**src/rtl/dout_writer.sv**
```systemverilog
// dout_writer: serialises eight 24-bit channel samples onto four data lanes.
// Each lane carries two 32-bit words per frame (sample MSB first, then the
// status byte). A frame is a DRDY strobe of one dclk period, followed by 64
// dclk periods of data, followed by a single-cycle done pulse.
//
// Request semantics: tick_i is a one-cycle start request. It is accepted
// only while the FSM is IDLE (busy_o=0), and the samples are captured on that
// same edge. A tick_i seen while busy_o=1 (including the DONE cycle) is
// dropped and sets the sticky overrun_o flag.
module dout_writer #(
   parameter int unsigned CLK_DIV     = 4,
   parameter logic [7:0]  STATUS_BYTE = 8'h00
) (
   input  logic        clk_i,
   input  logic        reset_ni,
   input  logic        tick_i,
   input  logic [23:0] ch1_i,
   input  logic [23:0] ch2_i,
   input  logic [23:0] ch3_i,
   input  logic [23:0] ch4_i,
   input  logic [23:0] ch5_i,
   input  logic [23:0] ch6_i,
   input  logic [23:0] ch7_i,
   input  logic [23:0] ch8_i,
   output logic        drdy_o,
   output logic        dclk_o,
   output logic        dout0_o,
   output logic        dout1_o,
   output logic        dout2_o,
   output logic        dout3_o,
   output logic        busy_o,
   output logic        done_o,
   output logic        overrun_o,
   output logic [1:0]  state_o
);

   typedef enum logic [1:0] {
      IDLE  = 2'd0,
      DRDY  = 2'd1,
      SHIFT = 2'd2,
      DONE  = 2'd3
   } state_t;

   // Reload values: cycles per dclk half-period and per DRDY phase, minus one.
   localparam logic [8:0] HALF_M1 = 9'(CLK_DIV - 1);
   localparam logic [8:0] DRDY_M1 = 9'(2 * CLK_DIV - 1);

   state_t            state;
   logic [8:0]        div_cnt;     // cycles left in the current phase
   logic [5:0]        period_cnt;  // dclk periods already completed in SHIFT
   logic [3:0][63:0]  sh;          // per-lane shadow / shift registers
   logic [3:0]        lanes_q;
   logic [3:0][63:0]  stream;      // per-lane 64-bit word built from the inputs
   logic [3:0]        top_bits;
   logic [3:0]        next_bits;

   // Assemble each lane's frame image: channel k+1 word, then channel k+5 word.
   always_comb begin
      stream[0] = {ch1_i, STATUS_BYTE, ch5_i, STATUS_BYTE};
      stream[1] = {ch2_i, STATUS_BYTE, ch6_i, STATUS_BYTE};
      stream[2] = {ch3_i, STATUS_BYTE, ch7_i, STATUS_BYTE};
      stream[3] = {ch4_i, STATUS_BYTE, ch8_i, STATUS_BYTE};
      for (int k = 0; k < 4; k++) begin
         top_bits[k]  = stream[k][63];
         next_bits[k] = sh[k][62];
      end
   end

   // Frame FSM with divider, bit counter, shadow registers and registered outputs.
   always_ff @(posedge clk_i or negedge reset_ni) begin
      if (!reset_ni) begin
         state      <= IDLE;
         div_cnt    <= '0;
         period_cnt <= '0;
         sh         <= '0;
         lanes_q    <= '0;
         drdy_o     <= 1'b0;
         dclk_o     <= 1'b0;
         busy_o     <= 1'b0;
         done_o     <= 1'b0;
         overrun_o  <= 1'b0;
      end else begin
         if (tick_i && (state != IDLE)) begin
            overrun_o <= 1'b1;
         end
         unique case (state)
            IDLE: begin
               drdy_o  <= 1'b0;
               dclk_o  <= 1'b0;
               done_o  <= 1'b0;
               lanes_q <= '0;
               if (tick_i) begin
                  state      <= DRDY;
                  sh         <= stream;
                  lanes_q    <= top_bits;
                  drdy_o     <= 1'b1;
                  busy_o     <= 1'b1;
                  div_cnt    <= DRDY_M1;
                  period_cnt <= '0;
               end
            end
            DRDY: begin
               // Bit 63 is already on the lanes; it stays through the first low phase.
               if (div_cnt == '0) begin
                  state   <= SHIFT;
                  drdy_o  <= 1'b0;
                  div_cnt <= HALF_M1;
               end else begin
                  div_cnt <= div_cnt - 9'd1;
               end
            end
            SHIFT: begin
               if (div_cnt != '0) begin
                  div_cnt <= div_cnt - 9'd1;
               end else if (!dclk_o) begin
                  dclk_o  <= 1'b1;
                  div_cnt <= HALF_M1;
               end else if (period_cnt == 6'd63) begin
                  state   <= DONE;
                  dclk_o  <= 1'b0;
                  lanes_q <= '0;
                  done_o  <= 1'b1;
               end else begin
                  // Falling edge of dclk: the only place lane data advances.
                  dclk_o     <= 1'b0;
                  div_cnt    <= HALF_M1;
                  period_cnt <= period_cnt + 6'd1;
                  lanes_q    <= next_bits;
                  for (int k = 0; k < 4; k++) begin
                     sh[k] <= {sh[k][62:0], 1'b0};
                  end
               end
            end
            DONE: begin
               state  <= IDLE;
               done_o <= 1'b0;
               busy_o <= 1'b0;
            end
            default: begin
               state <= IDLE;
            end
         endcase
      end
   end

   assign dout0_o = lanes_q[0];
   assign dout1_o = lanes_q[1];
   assign dout2_o = lanes_q[2];
   assign dout3_o = lanes_q[3];
   assign state_o = state;

endmodule

```
**config.mk**
```make
export PLATFORM = sky130hd
export DESIGN_NAME = dout_writer
export DESIGN_NICKNAME = d
export VERILOG_FILES = /design/src/rtl/dout_writer.sv
export SDC_FILE = /design/constraint.sdc
export NUM_CORES = 1
export LEC_CHECK = 0
export ABC_AREA = 1
export CAP_MARGIN = 15
export CORE_ASPECT_RATIO = 0.8
export CORE_MARGIN = 2
export CORE_UTILIZATION = 49
export DETAILED_ROUTE_END_ITERATION = 8
export GPL_TIMING_DRIVEN = 0
export PLACE_DENSITY = 0.78
export SETUP_SLACK_MARGIN = 0.15
export SLEW_MARGIN = 25
export SYNTH_ARGS = -nofsm -noshare
export SYNTH_HDL_FRONTEND = slang
export SYNTH_SLANG_ARGS = --single-unit
```
**constraint.sdc**
```tcl
create_clock -name clk_i -period 1.6 [get_ports clk_i]
set_input_delay 0.24 -clock clk_i [delete_from_list [all_inputs] [get_ports clk_i]]
set_output_delay 0.24 -clock clk_i [all_outputs]
set_load 0.1 [all_outputs]
```
==> flow_summary.yaml, run 1 <==
status:
  status: "finished, violations left"
  violations: "setup timing"
timing:
  fmax_mhz: 502
  fin_crit_ps: 1990
  tightest_slew_ps: 467
  rsz0062_at_grt: "yes"
  whs_ps: 89.6
  slew_headroom_pct: 68.9
  fin_ws_ps: -393
  period_share_pct: 125
  setup_violations: 243
  maxSlewViolCount: 0
  clock_skew_ps: 8.77
  finalHoldViolCount: 0
run:
  drv_cap: 0
pwr:
  finalPower_w: 0.0380
  power_leakage_nw: 9.12
  power_density_mw_per_mm2: 2240
  ir_drop_mv: 1.12
route:
  drtIter0Drc: 830
  vias: 11658
  wire_per_inst_microns: 14.3
  wl_microns: 33600
  firstDrtPassIters: 6
  ant_nets: 0
  via_per_inst: 4.97
  drc_errors: 0
placed_design:
  dp_hpwl_microns: 21600
  gp_congestion: 0.842
  io_buffers: 204
  dpl_cell_area_sq_mm: 0.0149
grt:
  grt_pass1_wl_microns: 52800
  overflow: 0
  antenna_found_initial: 0
  grtUsageTotal_pct: 24.2
  grt_pass1_vias: 10638
  grt_max_degree: 74
clock_tree:
  cts.clk_slew.worst_paths_ps: 60
  cts_tree: "built"
  cts_htree_levels: 1
  cts_num_sinks: 246
  cts_made_buffers: 27
  clk-insertion-delay-late_ps: 530
  root_buffer: "clkbuf_16"
  cts_buffer_depth: 3
critical_path:
  slowest_stage: "dfrtp_1"
  crit_chain: "ha_2 > nand3_2 > nor2_2 > nand2_1 > nand3_4 > buf_6 > clkinv_8 > buf_16 > clkbuf_16 > nand2_1 > nand2_1"
  start_kind: "flip-flop"
  cp_max_fo: 9
  crit_type: "reg2reg"
  cpMostUsedCell: "nand2_1"
  cp.required_ps: 2010
  crit_arrival_ps: 2400
  max_stage_delay_ps: 390
  endpoint_kind: "flip-flop"
logic_synthesis:
  syn_nets: 1934
  synth-edff-count: 0
  ys_warn_count: 0
  synth_cell_types: 26
  synthTopCellsByCount: "1219 x nand2_1, 246 x dfrtp_1, 55 x o21ai_0"
  synth_area_sq_mm: 0.0122
  ys_ff_latch: 246
  synth_top_area_share_pct: 50.5
  yosysSeqAreaShare_pct: 50.5
  synthFlopType: "dfrtp_1"
  avgSynthCellArea_sq_um: 7.03
  async_flop_share_pct: 100
  yosysMostFrequentCell: "nand2_1"
  synth_top_cell_by_area: "dfrtp_1"
  synth_cells: 1732
  synth_area_leaders: "dfrtp_1 51%, nand2_1 38%, o21ai_0 2.3%, buf_6 1.8%, clkbuf_1 1.4%"
cells_and_area:
  final_area_sq_mm: 0.0170
  multi_input_area_sq_mm: 0.00572
  layout-drive-gt1-share_pct: 14.2
  final_nets: 2211
  syn2layout_area_growth_pct: 39.4
  n_fill_cell: 1949
  fin_util_pct: 69.7
  seq_area_sq_mm: 0.00616
  antenna_cells: 0
floorplanning:
  core_area_sq_mm: 0.0244
  die_x_microns: 180
  start_util_pct: 50.0
  row_count: 51
  die_h_microns: 145
  ios: 206
  dieArea_sq_mm: 0.0261
worst_hold_path:
  hold_class: "in2reg"
sequential cells by signal, summed over array words and instances (netlist names):
signal,cells
period_cnt,6
done_o,1
busy_o,1
overrun_o,1
sh,216
drdy_o,1
next_bits,4
lanes_q,4
state_o,2
div_cnt,9
dclk_o,1
through the flow:
step / TNS (ps) / setup WS (ps) / std cells
2_1_floorplan: -71810 / -321 / 1732
3_3_place_gp: -2658670 / -12050 / 2254
3_5_place_dp: -124650 / -814 / 2257
4_1_cts: -64560 / -336 / 2322
5_1_grt: -102550 / -487 / 2345
6_report: -80980 / -393 / 2345
cells by family (layout without fill, tap and decap cells):
| family | Yosys count | after routing | share of synthesized area (%) |
|---|---|---|---|
| adder cells (fa/ha/maj) | 7 | 7 | 0.719 |
| flip-flops | 246 | 246 | 50.5 |
| AO/OA/AOI/OAI | 71 | 71 | 3.08 |
| buffers and inverters | 131 | 426 | 5.54 |
| XOR/XNOR | 6 | 6 | 0.431 |
| AND/OR/NAND/NOR | 1271 | 1271 | 39.7 |
cells in the final DEF (no fill, tap or decap), types with 5 or more instances in the layout:
cell type	instances
buf_4	21
o21ai_0	18
nor2_2	6
dfrtp_1	243
o21ai_1	34
buf_6	26
o22ai_1	9
inv_1	26
clkbuf_16	41
nand2_1	1153
clkbuf_8	6
nand3_1	15
clkbuf_2	32
buf_8	25
clkbuf_1	13
nand2_2	52
buf_12	6
buf_16	7
inv_2	5
clkdlybuf4s50_1	192
clkbuf_4	6
xor2_1	5
clkinv_2	7
nand2_4	16
nor2_1	13
final cells by class:
class	count	share of cell area [%]
timing repair buffer	247	16.4
buffer	95	5.19
inverter	36	0.973
sequential	246	36.3
timing repair inverter	1	0.0368
tap	318	2.34
multi-input combinational	1355	33.7
clock inverter	10	0.486
clock buffer	37	4.55
report_power, final:
| part | switching [W] | leakage [nW] | internal, W |
|---|---|---|---|
| registers | 0.00153 | 3.12 | 0.00895 |
| logic | 0.0123 | 5.57 | 0.00919 |
| clock network | 0.00253 | 0.431 | 0.00353 |
| total | 0.0163 | 9.12 | 0.0217 |
layer usage:
metal | vias up | track usage [%] | wire length [microns]
li1 | 5811 | - | -
met1 | 5466 | 36.0 | 15700
met2 | 326 | 36.9 | 15400
met3 | 55 | 4.02 | 1750
met4 | 0 | 5.81 | 733
met5 | - | 0 | 0
worst max-delay path: cells and delay by family (launching register included):
kind	cells	cell delay [ps]
flip-flops	1	390
buffers and inverters	4	530
AND/OR/NAND/NOR	6	710
adder cells (fa/ha/maj)	1	230
repair_timing:
action	4_1_cts	5_1_grt
hold buffers	1	0
setup buffers	12	8
gates resized for setup	146	143
pin swaps	6	21
gates cloned	5	15
hold endpoints to repair	53	0
setup endpoints to repair	255	247
worst paths after layout:
path | cells past startpoint | startpoint | slack [ps] | endpoint
setup / recovery | 11 | period_cnt[0]$_DFFE_PN0P_ | -390 | sh[41]$_DFFE_PN0P_
hold / removal | 2 | tick_i | 90 | overrun_o$_DFFE_PN0P_
setup reg to reg | 11 | period_cnt[0]$_DFFE_PN0P_ | -390 | sh[41]$_DFFE_PN0P_
hold reg to reg | 2 | sh[107]$_DFFE_PN0P_ | 470 | sh[107]$_DFFE_PN0P_
max in group asynchronous | 4 | reset_ni | 370 | sh[151]$_DFFE_PN0P_
min in group asynchronous | 2 | reset_ni | 220 | sh[14]$_DFFE_PN0P_
(Power assumes the default switching activity.)
==> run 2, diff against run 1 <==
--- a/config.mk
+++ b/config.mk
@@ -7,8 +7,8 @@
 export LEC_CHECK = 0
 export ABC_AREA = 1
 export CAP_MARGIN = 15
-export CORE_ASPECT_RATIO = 0.8
-export CORE_MARGIN = 2
+export CORE_ASPECT_RATIO = 0.75
+export CORE_MARGIN = 3
 export CORE_UTILIZATION = 49
 export DETAILED_ROUTE_END_ITERATION = 8
 export GPL_TIMING_DRIVEN = 0
==> flow_summary.yaml, run 2 (synthesis gave the netlist of run 1 again) <==
status:
  status: "finished, violations left"
  violations: "setup timing"
clock_tree:
  cts_tree: "built"
  cts.clk_slew.worst_paths_ps: 60
  cts_made_buffers: 25
  cts_buffer_depth: 3
  cts_htree_levels: 1
  cts_num_sinks: 246
  clk-insertion-delay-late_ps: 510
  root_buffer: "clkbuf_16"
route:
  drc_errors: 0
  wl_microns: 33400
  firstDrtPassIters: 6
  vias: 11569
  ant_nets: 0
  drtIter0Drc: 862
  via_per_inst: 4.92
  wire_per_inst_microns: 14.2
run:
  drv_cap: 0
timing:
  fmax_mhz: 499
  fin_tns_setup_ps: -74580
  finalHoldViolCount: 0
  fin_crit_ps: 2000
  slew_headroom_pct: 64.5
  whs_ps: 110
  clock_skew_ps: 12.5
  tightest_slew_ps: 533
  fin_ws_ps: -404
  period_share_pct: 125
  maxSlewViolCount: 0
  setup_violations: 243
  rsz0062_at_grt: "yes"
critical_path:
  cp_max_fo: 9
  cp.required_ps: 1980
  start_kind: "flip-flop"
  endpoint_kind: "flip-flop"
  crit_chain: "inv_4 > ha_4 > buf_6 > inv_6 > nand2_4 > nand2_4 > nor2_4 > nand3_4 > buf_12 > buf_8 > buf_6 > nand2_1 > o21ai_0"
  crit_buf_inv: 6
  crit_arrival_ps: 2380
  r2r-start: "state_o[0]$_DFFE_PN0P_"
  crit_type: "reg2reg"
  crit_family: "buffers and inverters"
  slowest_stage: "dfrtp_4"
  max_stage_delay_ps: 500
  cp-startpoint: "state_o[0]$_DFFE_PN0P_"
placed_design:
  gp_congestion: 0.826
  dpl_cell_area_sq_mm: 0.0149
  dp_hpwl_microns: 22100
  io_buffers: 204
cells_and_area:
  n_fill_cell: 2015
  seq_area_sq_mm: 0.00616
  final_common_cell: "nand2_1"
  antenna_cells: 0
  fin_util_pct: 69.3
  final_nets: 2205
  syn2layout_area_growth_pct: 37.8
  largest_reg_flops: 216
  final_area_sq_mm: 0.0168
  final_cell_mix: "1129 x nand2_1, 243 x dfrtp_1, 192 x clkdlybuf4s50_1"
  top_regs: "sh: 216 flops, div_cnt: 9 flops, period_cnt: 6 flops"
  layout-drive-gt1-share_pct: 14.8
  top_register: "sh"
  multi_input_area_sq_mm: 0.00568
pwr:
  p_int_w: 0.0212
  pwr-share-seq_pct: 28.4
  clockPowerShare_pct: 15.5
  power_density_mw_per_mm2: 2220
  comb_power_share_pct: 56.1
  power_leakage_nw: 8.94
  ir_drop_mv: 1.62
  switching_share_pct: 43.0
  p_switching_w: 0.0161
worst_hold_path:
  hold_class: "in2reg"
  min_from: "tick_i"
grt:
  grt_max_degree: 73
  antenna_found_initial: 0
  grt_pass1_vias: 10756
  overflow: 0
  grt_pass1_wl_microns: 54200
  grtUsageTotal_pct: 24.3
floorplanning:
  die_h_microns: 143
  die_x_microns: 188
  start_util_pct: 50.3
  ios: 206
  core_area_sq_mm: 0.0242
  dieArea_sq_mm: 0.0268
  row_count: 49
run 2: cell types whose count changed in the layout (fill, tap and decap cells not counted), moves of 6 or more:
cell and change:
buf_4 +8, buf_6 -6, clkbuf_16 -11, nand2_1 -24, nand2_2 +36, nand2_4 -11
run 2: through the flow:
| step | worst slack (ps) | power, W | std cells |
|---|---|---|---|
| 2_1_floorplan | -321 | 0.0224 | 1732 |
| 3_3_place_gp | -12190 | 0.0263 | 2267 |
| 3_5_place_dp | -784 | 0.0268 | 2270 |
| 4_1_cts | -342 | 0.0361 | 2344 |
| 5_1_grt | -462 | 0.0402 | 2352 |
| 6_report | -404 | 0.0373 | 2352 |
run 2: cell type report:
cell class	instances	area share, %
Sequential cell	246	36.7
Multi-Input combinational cell	1355	33.8
Timing Repair Buffer	244	16.0
Buffer	95	5.26
Clock buffer	39	4.46
Tap cell	331	2.47
Inverter	36	0.909
Clock inverter	6	0.328
run 2: final timing paths:
check	endpoint	slack (ps)	cells after the start
worst min register to register	sh[113]$_DFFE_PN0P_	470	2
worst min-delay path	overrun_o$_DFFE_PN0P_	110	2
min in group asynchronous	sh[15]$_DFFE_PN0P_	240	2
worst max register to register	sh[103]$_DFFE_PN0P_	-400	13
max in group asynchronous	sh[182]$_DFFE_PN0P_	330	4
worst max-delay path	sh[103]$_DFFE_PN0P_	-400	13
run 2: power groups by stage:
stage	sequential (W)	combinational [W]	clock, W
after floorplan	0.0108	0.0116	0
after global placement	0.0104	0.0159	0
after detailed placement	0.0104	0.0164	0
after CTS	0.0105	0.0198	0.00586
after global routing	0.0108	0.0232	0.00613
final	0.0106	0.0209	0.00578
run 2: worst register-to-register path: stages, from the launching register on:
cell     delay [ps]
dfrtp_4         500
inv_4            80
ha_4            120
buf_6           130
inv_6            50
nand2_4          60
nand2_4          60
nor2_4          110
nand3_4         130
buf_12          180
buf_8           140
buf_6           130
nand2_1          80
o21ai_0         110
run 2: routing by layer:
metal	GRT usage [%]	vias up	share of wire [%]	wire, microns
li1	-	5791	-	-
met1	37.3	5373	47	15800
met2	37.6	373	45	14900
met3	3.64	32	6.8	2270
met4	3.63	0	1.2	399
met5	0	-	0	0
run 2: repair_timing:
item                                   in CTS  in global routing
hold buffers                                1                  0
buffers inserted                           18                  4
resized for setup                         207                 76
pin swaps                                  52                  1
cloned                                     10                  4
setup endpoints to repair                 255                301
endpoints found under the hold margin      56                  0
==> run 3, diff against run 2 <==
--- a/config.mk
+++ b/config.mk
@@ -9,10 +9,10 @@
 export CAP_MARGIN = 15
 export CORE_ASPECT_RATIO = 0.75
 export CORE_MARGIN = 3
-export CORE_UTILIZATION = 49
+export CORE_UTILIZATION = 54
 export DETAILED_ROUTE_END_ITERATION = 8
 export GPL_TIMING_DRIVEN = 0
-export PLACE_DENSITY = 0.78
+export PLACE_DENSITY = 0.81
 export SETUP_SLACK_MARGIN = 0.15
 export SLEW_MARGIN = 25
 export SYNTH_ARGS = -nofsm -noshare
==> constraint.sdc (replaced) <==
create_clock -name clk_i -period 2.2 [get_ports clk_i]
set_input_delay 0.33 -clock clk_i [delete_from_list [all_inputs] [get_ports clk_i]]
set_output_delay 0.33 -clock clk_i [all_outputs]
set_load 0.1 [all_outputs]
==> flow_summary.yaml, run 3 (synthesis gave the netlist of run 1 again) <==
route:
  firstDrtPassIters: 5
  drc_errors: 0
  ant_nets: 0
  drtIter0Drc: 1015
  wire_per_inst_microns: 13.7
  vias: 11358
  wl_microns: 31300
  via_per_inst: 4.98
cells_and_area:
  final_cell_mix: "1216 x nand2_1, 243 x dfrtp_1, 192 x clkdlybuf4s50_1"
  top_register: "sh"
  final_common_cell: "nand2_1"
  fin_util_pct: 74.1
  top_regs: "sh: 216 flops, div_cnt: 9 flops, period_cnt: 6 flops"
  layout-drive-gt1-share_pct: 8.17
  syn2layout_area_growth_pct: 31.7
  largest_reg_flops: 216
  final_area_sq_mm: 0.0160
  antenna_cells: 0
  final_nets: 2180
grt:
  grt_pass1_wl_microns: 51600
  grt_max_degree: 79
  grtUsageTotal_pct: 25.2
  antenna_found_initial: 1
  overflow: 0
  grt_pass1_vias: 10329
timing:
  clock_skew_ps: 14.1
  fmax_mhz: 494
  tightest_slew_ps: 950
  slew_headroom_pct: 36.9
  setup_violations: 0
  period_share_pct: 92.1
  maxSlewViolCount: 0
  finalHoldViolCount: 0
  rsz0062_at_grt: "yes"
  fin_crit_ps: 2030
placed_design:
  gp_congestion: 0.871
  io_buffers: 204
  dp_hpwl_microns: 21500
  dpl_cell_area_sq_mm: 0.0147
clock_tree:
  clk-insertion-delay-late_ps: 510
  cts_htree_levels: 1
  cts_num_sinks: 246
  cts_tree: "built"
  cts_buffer_depth: 3
  cts.clk_slew.worst_paths_ps: 60
  root_buffer: "clkbuf_16"
  cts_made_buffers: 24
floorplanning:
  core_area_sq_mm: 0.0216
  die_h_microns: 136
  ios: 206
  start_util_pct: 56.3
  dieArea_sq_mm: 0.0244
  row_count: 46
  die_x_microns: 179
critical_path:
  rrSetupSlack_ps: 170
  cp_max_fo: 10
  worstRegToRegCells: 13
  cp.required_ps: 2590
  endpoint_kind: "flip-flop"
  rr_endpoint: "sh[139]$_DFFE_PN0P_"
  r2r-start: "state_o[0]$_DFFE_PN0P_"
  crit_type: "reg2reg"
  start_kind: "flip-flop"
  crit_arrival_ps: 2410
status:
  status: "finished, final reports clean"
pwr:
  power_leakage_nw: 8.65
  ir_drop_mv: 0.771
  power_density_mw_per_mm2: 1560
worst_hold_path:
  min_from: "tick_i"
  hold_path_depth: 2
  hold_path_end: "overrun_o$_DFFE_PN0P_"
  hold_class: "in2reg"
run:
  drv_cap: 0
[run 3: changes by cell type in the layout (fill, tap and decap cells not counted), moves of 16 or more]
cell and delta:
buf_8 -16, nand2_2 -84, nand2_1 +87, buf_6 +16, o21ai_1 -30, o21ai_0 +36
buf_4 -20
[run 3: metal layers]
metal | up-vias | track usage [%] | share of wire (%)
met5 | - | 0 | 0.041
met4 | 2 | 3.78 | 1.2
met3 | 32 | 4.20 | 7.4
met2 | 409 | 37.1 | 43
met1 | 5193 | 39.9 | 48
li1 | 5722 | - | -
[run 3: report_power, final]
| group | internal, W | total (W) | switching, W |
|---|---|---|---|
| clock network | 0.00307 | 0.00483 | 0.00176 |
| registers | 0.00651 | 0.00757 | 0.00106 |
| logic | 0.00479 | 0.0127 | 0.00790 |
[run 3: how the worst max path moves through the flow]
| stage | cells after the start | slack, ps | startpoint | to |
|---|---|---|---|---|
| 2_1_floorplan | 11 | 160 | state_o[0]$_DFFE_PN0P_ | sh[85]$_DFFE_PN0P_ |
| 3_3_place_gp | 1 | -11420 | reset_ni | state_o[0]$_DFFE_PN0P_ |
| 3_5_place_dp | 8 | -320 | state_o[0]$_DFFE_PN0P_ | sh[136]$_DFFE_PN0P_ |
| 4_1_cts | 13 | 130 | state_o[0]$_DFFE_PN0P_ | sh[139]$_DFFE_PN0P_ |
| 5_1_grt | 9 | 120 | state_o[0]$_DFFE_PN0P_ | sh[232]$_DFFE_PN0P_ |
| 6_report | 13 | 170 | state_o[0]$_DFFE_PN0P_ | sh[139]$_DFFE_PN0P_ |
[run 3: cell type report]
class	instances	area, sq um
Timing Repair Buffer	220	2270
Sequential cell	246	6160
Clock inverter	14	273
Inverter	36	145
Multi-Input combinational cell	1355	5410
Clock buffer	29	661
Buffer	95	756
Fill cell	1700	5600
Tap cell	288	360
[run 3: worst max-delay path, cell delays in order (launching register included)]
cell     delay, ps
dfrtp_4        500
inv_4           80
ha_4           140
buf_6          130
inv_4           50
nand2_4         70
nand2_4         70
nor2_4         120
nand3_4        130
buf_6          160
buf_12         140
buf_6          140
nand2_1         70
nand2_1         70
[run 3: through the flow]
step	hold WS [ps]	TNS, ps	std cells	setup slack, ps	total power, W
after detailed placement	279	-22430	2227	-322	0.0188
after floorplan	34.4	0	1732	160	0.0156
after global routing	170	0	2283	120	0.0271
final	164	0	2283	175	0.0251
after CTS	153	0	2278	131	0.0245
after global placement	446	-2401440	2224	-11420	0.0184
[run 3: repair_timing]
| item | 4_1_cts | 5_1_grt |
|---|---|---|
| hold buffers | 1 | 0 |
| setup buffers | 5 | 5 |
| gates cloned | 2 | 0 |
| setup endpoints to repair | 251 | 238 |
| pin swaps | 2 | 2 |
| hold endpoints to repair | 55 | 0 |
| gates resized for setup | 80 | 76 |
